==> src/rtl/vfetch_if.sv <==
// Bundle of frame/line control, memory read port and unpack-buffer write port.
// Latency: none, wiring only.
// Backpressure: memory side is a level request held until a one-cycle acknowledge.
interface vfetch_if #(
    parameter int AWIDTH = 16
);
    logic              FrameStart;
    logic              LineStart;
    logic [AWIDTH-1:0] BaseAddr;

    logic              MemReq;
    logic [AWIDTH-1:0] MemAddr;
    logic              MemAck;
    logic [7:0]        MemData;

    logic [1:0]        ReadIndex;
    logic [1:0]        WriteIndex;
    logic [7:0]        DataOut;
    logic              ReqWrite;
    logic              Underrun;

    // Fetch sequencer side.
    modport master (
        input  FrameStart, LineStart, BaseAddr, MemAck, MemData,
        output MemReq, MemAddr, ReadIndex, WriteIndex, DataOut, ReqWrite, Underrun
    );

    // Environment side: frame timing, video memory and unpack buffer.
    modport slave (
        output FrameStart, LineStart, BaseAddr, MemAck, MemData,
        input  MemReq, MemAddr, ReadIndex, WriteIndex, DataOut, ReqWrite, Underrun
    );
endinterface

==> src/rtl/vfetch.sv <==
// Video fetch sequencer: prefetches 6-bpp pixel bytes into a 4-entry FIFO and writes 3 bytes per 4-pixel group.
// Latency: a byte reaches DataOut at the first write slot after it becomes FIFO head; ReqWrite pulses 1 cycle.
// Backpressure: one memory request in flight, issued only while the FIFO has room; empty FIFO at a slot sets Underrun.
module vfetch #(
    parameter int AWIDTH  = 16,
    parameter int HGROUPS = 160
) (
    input  logic     PixelClk,
    input  logic     Reset,
    vfetch_if.master bus
);
    localparam int            GW        = $clog2(HGROUPS + 1);
    localparam logic [GW-1:0] GROUP_END = GW'(HGROUPS);

    typedef enum logic [0:0] {
        RD_IDLE = 1'b0,
        RD_REQ  = 1'b1
    } rd_state_t;

    rd_state_t         rd_state;
    rd_state_t         rd_state_nxt;
    logic              accept;      // MemAck for a live request: byte enters the FIFO
    logic              drop;        // FrameStart abandons a live request
    logic              discard;     // an abandoned request still owes its MemAck
    logic [AWIDTH-1:0] fetch_addr;

    logic [7:0]        fifo_mem [4];
    logic [1:0]        rd_ptr;
    logic [1:0]        wr_ptr;
    logic [2:0]        count;
    logic              fifo_empty;
    logic              push;
    logic              pop;

    logic [2:0]        phase;
    logic [GW-1:0]     group_cnt;
    logic              slot;        // this edge is a write slot (Phase 1->2, 3->4, 5->6)
    logic              starve;      // slot with nothing to write
    logic [1:0]        slot_idx;

    logic              req_write;
    logic [1:0]        write_index;
    logic [7:0]        data_out;
    logic              underrun;

    // Slot decode. A LineStart edge restarts Phase, so it never doubles as a slot edge.
    assign slot       = !bus.LineStart && phase[0] && (phase != 3'd7) && (group_cnt < GROUP_END);
    assign slot_idx   = phase[2:1];
    assign fifo_empty = (count == 3'd0);
    assign pop        = slot && !fifo_empty;
    assign starve     = slot && fifo_empty;
    // A byte acknowledged in the slot cycle lands behind the head; it cannot rescue an empty slot.
    assign push       = accept;

    // Reader next state: request whenever there is room, retire on MemAck, FrameStart aborts.
    always_comb begin
        rd_state_nxt = rd_state;
        accept       = 1'b0;
        drop         = 1'b0;
        case (rd_state)
            RD_IDLE: begin
                // The in-flight byte always has a reserved FIFO entry, so only free entries count.
                if (!discard && (count < 3'd4)) begin
                    rd_state_nxt = RD_REQ;
                end
            end
            RD_REQ: begin
                if (bus.MemAck) begin
                    rd_state_nxt = RD_IDLE;
                    accept       = 1'b1;
                end
            end
            default: rd_state_nxt = RD_IDLE;
        endcase
        // A byte acknowledged on the FrameStart edge belongs to the old frame and is dropped.
        if (bus.FrameStart) begin
            drop         = (rd_state == RD_REQ) && !bus.MemAck;
            accept       = 1'b0;
            rd_state_nxt = RD_IDLE;
        end
    end

    // Reader state register.
    always_ff @(posedge PixelClk) begin
        if (Reset) begin
            rd_state <= RD_IDLE;
        end else begin
            rd_state <= rd_state_nxt;
        end
    end

    // Track a request abandoned by FrameStart until its late MemAck has been swallowed.
    always_ff @(posedge PixelClk) begin
        if (Reset) begin
            discard <= 1'b0;
        end else if (drop) begin
            discard <= 1'b1;
        end else if (discard && bus.MemAck) begin
            discard <= 1'b0;
        end
    end

    // Fetch address: reloaded per frame only, runs on through blanking and wraps naturally.
    always_ff @(posedge PixelClk) begin
        if (Reset) begin
            fetch_addr <= '0;
        end else if (bus.FrameStart) begin
            fetch_addr <= bus.BaseAddr;
        end else if (accept) begin
            fetch_addr <= fetch_addr + 1'b1;
        end
    end

    // FIFO storage; contents need no reset because count guards every read.
    always_ff @(posedge PixelClk) begin
        if (push) begin
            fifo_mem[wr_ptr] <= bus.MemData;
        end
    end

    // FIFO pointers and occupancy; FrameStart flush wins over a same-cycle push or pop.
    always_ff @(posedge PixelClk) begin
        if (Reset || bus.FrameStart) begin
            rd_ptr <= 2'd0;
            wr_ptr <= 2'd0;
            count  <= 3'd0;
        end else begin
            if (push) begin
                wr_ptr <= wr_ptr + 2'd1;
            end
            if (pop) begin
                rd_ptr <= rd_ptr + 2'd1;
            end
            if (push && !pop) begin
                count <= count + 3'd1;
            end else if (pop && !push) begin
                count <= count - 3'd1;
            end
        end
    end

    // Pixel phase and group counter; idle (saturated) until the first LineStart.
    always_ff @(posedge PixelClk) begin
        if (Reset) begin
            phase     <= 3'd0;
            group_cnt <= GROUP_END;
        end else if (bus.LineStart) begin
            phase     <= 3'd0;
            group_cnt <= '0;
        end else begin
            phase <= phase + 3'd1;
            if ((phase == 3'd7) && (group_cnt < GROUP_END)) begin
                group_cnt <= group_cnt + 1'b1;
            end
        end
    end

    // Write port: one-cycle strobe per slot; index and data hold until the next slot.
    always_ff @(posedge PixelClk) begin
        if (Reset) begin
            req_write   <= 1'b0;
            write_index <= 2'd0;
            data_out    <= 8'h00;
        end else begin
            req_write <= slot;
            if (slot) begin
                write_index <= slot_idx;
                data_out    <= fifo_empty ? 8'h00 : fifo_mem[rd_ptr];
            end
        end
    end

    // Sticky underrun flag; only a new frame can clear it since the byte stream is now misaligned.
    always_ff @(posedge PixelClk) begin
        if (Reset || bus.FrameStart) begin
            underrun <= 1'b0;
        end else if (starve) begin
            underrun <= 1'b1;
        end
    end

    assign bus.MemReq     = (rd_state == RD_REQ);
    assign bus.MemAddr    = fetch_addr;
    assign bus.ReadIndex  = phase[2:1];
    assign bus.WriteIndex = write_index;
    assign bus.DataOut    = data_out;
    assign bus.ReqWrite   = req_write;
    assign bus.Underrun   = underrun;
endmodule

==> src/flat_wrapper.sv <==
// flat-port wrapper written by rule: the top's interface ports become plain ports
module vfetch_flat 
#(
    parameter int AWIDTH  = 16,
    parameter int HGROUPS = 160
)
  (PixelClk, Reset, bus_FrameStart, bus_LineStart, bus_BaseAddr, bus_MemAck, bus_MemData, bus_MemReq, bus_MemAddr, bus_ReadIndex, bus_WriteIndex, bus_DataOut, bus_ReqWrite, bus_Underrun);
  vfetch_if #(.AWIDTH(AWIDTH)) bus_i ();
  input  logic PixelClk;
  input  logic Reset;
  input wire logic [$bits(bus_i.FrameStart)-1:0] bus_FrameStart;
  input wire logic [$bits(bus_i.LineStart)-1:0] bus_LineStart;
  input wire logic [$bits(bus_i.BaseAddr)-1:0] bus_BaseAddr;
  input wire logic [$bits(bus_i.MemAck)-1:0] bus_MemAck;
  input wire logic [$bits(bus_i.MemData)-1:0] bus_MemData;
  output wire logic [$bits(bus_i.MemReq)-1:0] bus_MemReq;
  output wire logic [$bits(bus_i.MemAddr)-1:0] bus_MemAddr;
  output wire logic [$bits(bus_i.ReadIndex)-1:0] bus_ReadIndex;
  output wire logic [$bits(bus_i.WriteIndex)-1:0] bus_WriteIndex;
  output wire logic [$bits(bus_i.DataOut)-1:0] bus_DataOut;
  output wire logic [$bits(bus_i.ReqWrite)-1:0] bus_ReqWrite;
  output wire logic [$bits(bus_i.Underrun)-1:0] bus_Underrun;
  assign bus_i.FrameStart = bus_FrameStart;
  assign bus_i.LineStart = bus_LineStart;
  assign bus_i.BaseAddr = bus_BaseAddr;
  assign bus_i.MemAck = bus_MemAck;
  assign bus_i.MemData = bus_MemData;
  assign bus_MemReq = bus_i.MemReq;
  assign bus_MemAddr = bus_i.MemAddr;
  assign bus_ReadIndex = bus_i.ReadIndex;
  assign bus_WriteIndex = bus_i.WriteIndex;
  assign bus_DataOut = bus_i.DataOut;
  assign bus_ReqWrite = bus_i.ReqWrite;
  assign bus_Underrun = bus_i.Underrun;
  vfetch #(.AWIDTH(AWIDTH), .HGROUPS(HGROUPS)) u_core (.PixelClk(PixelClk), .Reset(Reset), .bus(bus_i));
endmodule
==> config.mk <==
export PLATFORM = sky130hd
export DESIGN_NAME = vfetch_flat
export DESIGN_NICKNAME = d
export VERILOG_FILES = /design/src/rtl/vfetch_if.sv /design/src/rtl/vfetch.sv /design/src/flat_wrapper.sv
export SDC_FILE = /design/constraint.sdc
export NUM_CORES = 1
export LEC_CHECK = 0
export ABC_AREA = 1
export CAP_MARGIN = 20
export CORE_UTILIZATION = 49
export DETAILED_ROUTE_END_ITERATION = 12
export GPL_TIMING_DRIVEN = 0
export PLACE_DENSITY = 0.74
export SLEW_MARGIN = 20
export SYNTH_ARGS = -nofsm -noshare
export SYNTH_HDL_FRONTEND = slang
export SYNTH_SLANG_ARGS = --single-unit
==> constraint.sdc <==
create_clock -name PixelClk -period 6.11 [get_ports PixelClk]
set_input_delay 1.833 -clock PixelClk [delete_from_list [all_inputs] [get_ports PixelClk]]
set_output_delay 1.833 -clock PixelClk [all_outputs]
set_load 0.02 [all_outputs]
# ---- After elaboration in Yosys (flattened, before gate mapping)
# Memory sizes are Yosys's and may differ from the RTL's. A register that Yosys moved wholly into a read port is not among the register bits.
# Cells that the tools add are included.
dict set report word_totals {
  register_bits 48
  latchBits 0
  ramBits 32
  mem_bits_ro 0
  inputBits 29
  out_inout_bits 31
  memories 1
}
# memory depth width read_ports rd_ports_with_merged_regs write_ports line_no
set memory_table {}
lappend memory_table {u_core.fifo_mem 4 8 1 1 1 vfetch.sv:27} ;# logic [7:0] fifo_mem [4];
dict set report classes {
  add_sub_neg 7
  multipliers 0
  div_mod_pow 0
  magnitude_cmp 2
  eq_ne 2
  n_shift 0
  muxes 20
  bitwise_logic 1
  reduce_logical 25
}
# op count
set ops {}
lappend ops {{$mux 16} 2}
lappend ops {{$mux 8} 3}
lappend ops {{$add 16x1->16 const B} 1}
lappend ops {{$logic_and 1x1->1} 11}
lappend ops {{$mux 1} 10}
lappend ops {{$add 8x1->8 const B} 1}
lappend ops {{$lt 8x8->1 const B} 1}
lappend ops {{$reduce_bool 2->1} 4}
lappend ops {{$add 3x1->3 const B} 2}
lappend ops {{$logic_not 1->1} 6}
lappend ops {{$mux 3} 2}
lappend ops {{$add 2x1->2 const B} 2}
lappend ops {{$mux 2} 2}
lappend ops {{$reduce_or 2->1} 2}
lappend ops {{$eq 3x3->1 const B} 1}
lappend ops {{$logic_not 3->1} 1}
lappend ops {{$lt 3x3->1 const B} 1}
lappend ops {{$ne 3x3->1 const B} 1}
lappend ops {{$sub 3x1->3 const B} 1}
lappend ops {{$pmux 1 s2} 1}
lappend ops {{$logic_or 1x1->1} 1}
lappend ops {{$not 1->1} 1}

# ---- Longest topological paths before layout
dict set report logic_depth {
  ltp_word 8
  mapped_depth 13
  depth_no_buf 13
}

# ---- Least setup slack after synthesis
# Ideal clock, no wire load.
dict set report synth_path {
  kind {input -> register}
  startpoint {input port bus_FrameStart}
  endpoint {register u_core.count[2]}
  arrival_ns 3.248
  required_ns 5.986
  path_slack_ns 2.738
  path_stages 10
  n_path_buf 2
  cell_sequence {buf_2 > nor2_4 > clkbuf_8 > ha_1 > inv_1 > fa_1 > o21ai_0 > a21oi_1 > o21ai_0 > a21oi_1}
}
dict set report synth_via {
  elab_chain_len 4
  word_cells_on_any_way 7
}
# element line_no
set synth_rtl {}
lappend synth_rtl {{start, declared} flat_wrapper.sv:11} ;# input wire logic [$bits(bus_i.FrameStart)-1:0] bus_FrameStart;
lappend synth_rtl {{$mux 1 *} vfetch.sv:76} ;# if (bus.FrameStart) begin
lappend synth_rtl {{named net u_core.accept} vfetch.sv:22} ;# logic accept;
lappend synth_rtl {{$logic_not 1->1} vfetch.sv:136} ;# end else if (pop && !push) begin
lappend synth_rtl {{$logic_and 1x1->1} vfetch.sv:136}
lappend synth_rtl {{$reduce_bool 2->1 (no source line)} -}
lappend synth_rtl {{end signal, assigned} vfetch.sv:135} ;# count <= count + 3'd1;
lappend synth_rtl {{end signal, assigned} vfetch.sv:137} ;# count <= count - 3'd1;
lappend synth_rtl {{end, declared} vfetch.sv:30} ;# logic [2:0] count;
# Mark *: on every way through the listed nets, which the timed path passes. The rest lies on a longest branch.
# A chain may end at the register's enable or synchronous reset.

# ---- Final worst setup path
dict set report layout_path {
  startpoint {input port bus_MemAck}
  endpoint {register u_core.count[2]}
}
dict set report layout_via {
  elab_chain_len 6
  word_cells_on_any_way 8
}
# element line_no
set layout_rtl {}
lappend layout_rtl {{start, declared} flat_wrapper.sv:14} ;# input wire logic [$bits(bus_i.MemAck)-1:0] bus_MemAck;
lappend layout_rtl {{$mux 1 *} vfetch.sv:68} ;# if (bus.MemAck) begin
lappend layout_rtl {{$mux 1 *} vfetch.sv:60} ;# case (rd_state)
lappend layout_rtl {{$mux 1 *} vfetch.sv:76}
lappend layout_rtl {{named net u_core.accept} vfetch.sv:22}
lappend layout_rtl {{$logic_not 1->1} vfetch.sv:136}
lappend layout_rtl {{$logic_and 1x1->1} vfetch.sv:136}
lappend layout_rtl {{$reduce_bool 2->1 (no source line)} -}
# Marked as above.

==> reports/metrics.cfg <==
[outcome]
status = complete, no violations

[timing]
timing_hold_violations_final = 0
fin_skew_ns = 0.0117
tns_ns = 0
min_period_ns = 3.68
max_freq_mhz = 272
report.final.slew_viol_count = 0
slew_headroom_pct = 46.8
rsz0062_at_grt = false
fin_crit_sh_pct = 60.2
setup_viol_count_final = 0
worst-slew-pin-transition_ns = 0.795

[global_route]
grt-ovfl-total = 0
grt_max_degree = 17
grt_pass1_vias = 2877
grt_busiest_layer = met2
gr-usage-all-layers_pct = 21.5
grt_use_met2_pct = 37.4
use_met3_pct = 2.86
grt_pass1_wl_um = 13000
use_met1_pct = 27.7
grt_antenna_before_repair = 0

[critical_path]
r2r-end = u_core.count[2]$_SDFFE_PP0P_
crit_path_start_kind = input port
crit_type = input port to flip-flop
reg2reg_from = u_core.phase[1]$_SDFF_PP0_
crit_required_ns = 6.35
end_kind = flip-flop
crit_path_max_fanout = 10
arrival_ns = 3.92
rr_worst_depth = 13
r2r_setup_slack_ns = 3.82
cp-startpoint = bus_MemAck

[routing]
wirelength_um = 8110
wl_per_cell_um = 13.3
vias_per_cell = 5.11
dr.first_iter.drc_count = 114
dr.pass1.iters = 5
ant_nets = 0
drc = 0
vias = 3114

[logic_synthesis]
synth_cell_types = 37
ys_seq_area_share_pct = 52.3
ys_warn_count = 0
avgSynthCellArea_um2 = 8.59
syn_nets = 476
synth_area_um2 = 3750
synthCells = 437
synth_seq_cells = 82

[placed_design]
gp_congestion = 0.885
hpwl_um = 5830
io_buffers = 57
placed_cell_area_um2 = 4450

[cells_and_area]
fillers = 609
area_delta_synth_final_pct = 24.0
layout-drive-gt1-share_pct = 10.0
diodes = 0
stdcell_area_um2 = 4660
fin_nets = 544

[clocking]
cts_setup_buffers = 0
ctsResizeCount = 0
cts_buffer_depth = 2
path_clk_slew_ns = 0.09
cts_tree = yes
numClockSinks = 82
cts_buffers = 9
hold_buffers = 0
clock_latency_ns = 0.36
htreeDepth = 3
cts-root-buf = clkbuf_8

[hold_path]
hold_depth = 1
worstHoldEndpoint = u_core.phase[0]$_SDFF_PP0_
worstHoldStart = u_core.phase[0]$_SDFF_PP0_
min_path_type = flip-flop to flip-flop

[floorplan]
die_w_um = 89.5
io_pins = 60
die_h_um = 89.5
die_area_um2 = 8010
initial_utilization_pct = 51.2
core_area_um2 = 7330
num_rows = 31

[flow_run]
maxCapViolCount = 0

[power]
peakVddDrop_mv = 0.106
p_leak_uw = 0.00172
powerDensity_nw_per_um2 = 235

[cells by family after synthesis]
kind of cell | count (synthesis) | synth area share [%]
AND/OR/NAND/NOR | 184 | 22.2
flip-flops | 82 | 52.3
buffers and inverters | 60 | 6.77
adder cells (fa/ha/maj) | 10 | 3.53
AO/OA/AOI/OAI | 95 | 13.8
XOR/XNOR | 6 | 1.40
[state kept, by name (all words and copies together), names as in the netlist, named ones only]
name and flops:
u_core.wr_ptr 2, u_core.bus.Underrun 1, u_core.group_cnt 8, u_core.fifo_mem 32, u_core.rd_ptr 2, u_core.phase 3
u_core.count 3, u_core.bus.MemReq 1, u_core.bus.DataOut 8, u_core.discard 1, u_core.bus.ReqWrite 1, u_core.bus.MemAddr 16
u_core.bus.WriteIndex 2
[worst max path at each step]
stage	endpoint	cells past startpoint	slack, ns
2_1_floorplan	u_core.count[2]$_SDFFE_PP0P_	10	2.74
3_3_place_gp	u_core.count[2]$_SDFFE_PP0P_	11	2.11
3_5_place_dp	u_core.count[2]$_SDFFE_PP0P_	11	2.06
4_1_cts	u_core.count[2]$_SDFFE_PP0P_	11	2.44
5_1_grt	u_core.count[2]$_SDFFE_PP0P_	14	2.28
6_report	u_core.count[2]$_SDFFE_PP0P_	11	2.43
[placed cells by master, fill, tap and decap left out, drive strengths merged]
cell type,netlist,final
nand2,87,87
nor2,69,69
clkdlybuf4s50,0,57
dfxtp,50,50
inv,47,50
o21ai,48,48
a21oi,34,34
edfxtp,32,32
nand3,17,17
clkbuf,4,13
ha,9,9
buf,9,9
nand4,7,7
a31oi,5,5
xor2,5,5
a22o,3,3
nor3,3,3
clkinv,0,2
o21bai,2,2
o31ai,1,1
or3,1,1
o211a,1,1
a21o,1,1
xnor2,1,1
fa,1,1
clkinvlp,0,1
bufinv,0,1
[critical path, cell delays in order]
cell and delay [ns]:
clkdlybuf4s50_1 0.51, nand2_2 0.14, nor2_4 0.18, clkbuf_8 0.20
ha_1 0.14, inv_1 0.06, fa_1 0.38, o21ai_0 0.17
a21oi_1 0.08, o21ai_0 0.16, a21oi_1 0.05
[where the power goes]
| group | internal, µW | switching (µW) | total, µW |
|---|---|---|---|
| logic | 45.1 | 49.7 | 94.8 |
| registers | 578 | 13.0 | 591 |
| clock network | 196 | 214 | 410 |
[routing by layer]
layer	wire, µm	vias up
li1	-	1586
met2	3990	81
met1	3670	1438
met5	0	-
met3	338	9
met4	103	0
[synth_stat cells]
master | count | area share [%]
o31ai_1 | 1 | 0.20
ha_1 | 9 | 3.0
clkbuf_1 | 3 | 0.30
inv_1 | 43 | 4.3
a21oi_2 | 1 | 0.23
edfxtp_1 | 32 | 26
o21ai_1 | 3 | 0.40
xnor2_1 | 1 | 0.23
o21bai_2 | 1 | 0.30
xor2_1 | 5 | 1.2
o21bai_1 | 1 | 0.20
nor2_1 | 62 | 6.2
nand2_2 | 8 | 1.3
nor2_8 | 1 | 0.53
clkbuf_8 | 1 | 0.37
nor3_4 | 1 | 0.43
a21o_1 | 1 | 0.20
nor3_1 | 1 | 0.13
nand4_1 | 7 | 1.2
o21ai_0 | 44 | 5.9
nor2_2 | 1 | 0.17
a21oi_1 | 33 | 4.4
dfxtp_1 | 50 | 27
nor2_4 | 5 | 1.5
inv_2 | 4 | 0.40
a31oi_1 | 5 | 0.83
fa_1 | 1 | 0.53
nand3_2 | 1 | 0.27
o211a_1 | 1 | 0.27
nand3_1 | 16 | 2.1
buf_4 | 3 | 0.60
nor3_2 | 1 | 0.27
or3_1 | 1 | 0.17
o21ai_2 | 1 | 0.23
a22o_1 | 3 | 0.70
buf_2 | 6 | 0.80
nand2_1 | 79 | 7.9
[through the flow]
step | hold slack (ns) | utilization [%] | setup WS (ns) | power, µW | cells
2_1_floorplan | 0.417 | - | 2.74 | 651 | 437
5_1_grt | 0.467 | 63.5 | 2.28 | 1140 | 609
4_1_cts | 0.454 | 63.5 | 2.44 | 1100 | 609
3_3_place_gp | 0.431 | 60.7 | 2.11 | 696 | 593
6_report | 0.453 | 63.5 | 2.43 | 1100 | 609
3_5_place_dp | 0.441 | 60.7 | 2.06 | 699 | 593
[final cells by class]
type | instances | area [µm²] | share of cell area (%)
multi-input combinational | 295 | 1540 | 33.0
timing repair buffer | 57 | 571 | 12.3
sequential | 82 | 1960 | 42.1
clock inverter | 7 | 83.8 | 1.80
inverter | 47 | 176 | 3.79
clock buffer | 9 | 124 | 2.66
buffer | 13 | 77.6 | 1.67
tap | 99 | 124 | 2.66
Power figures use the tool's default switching activity.
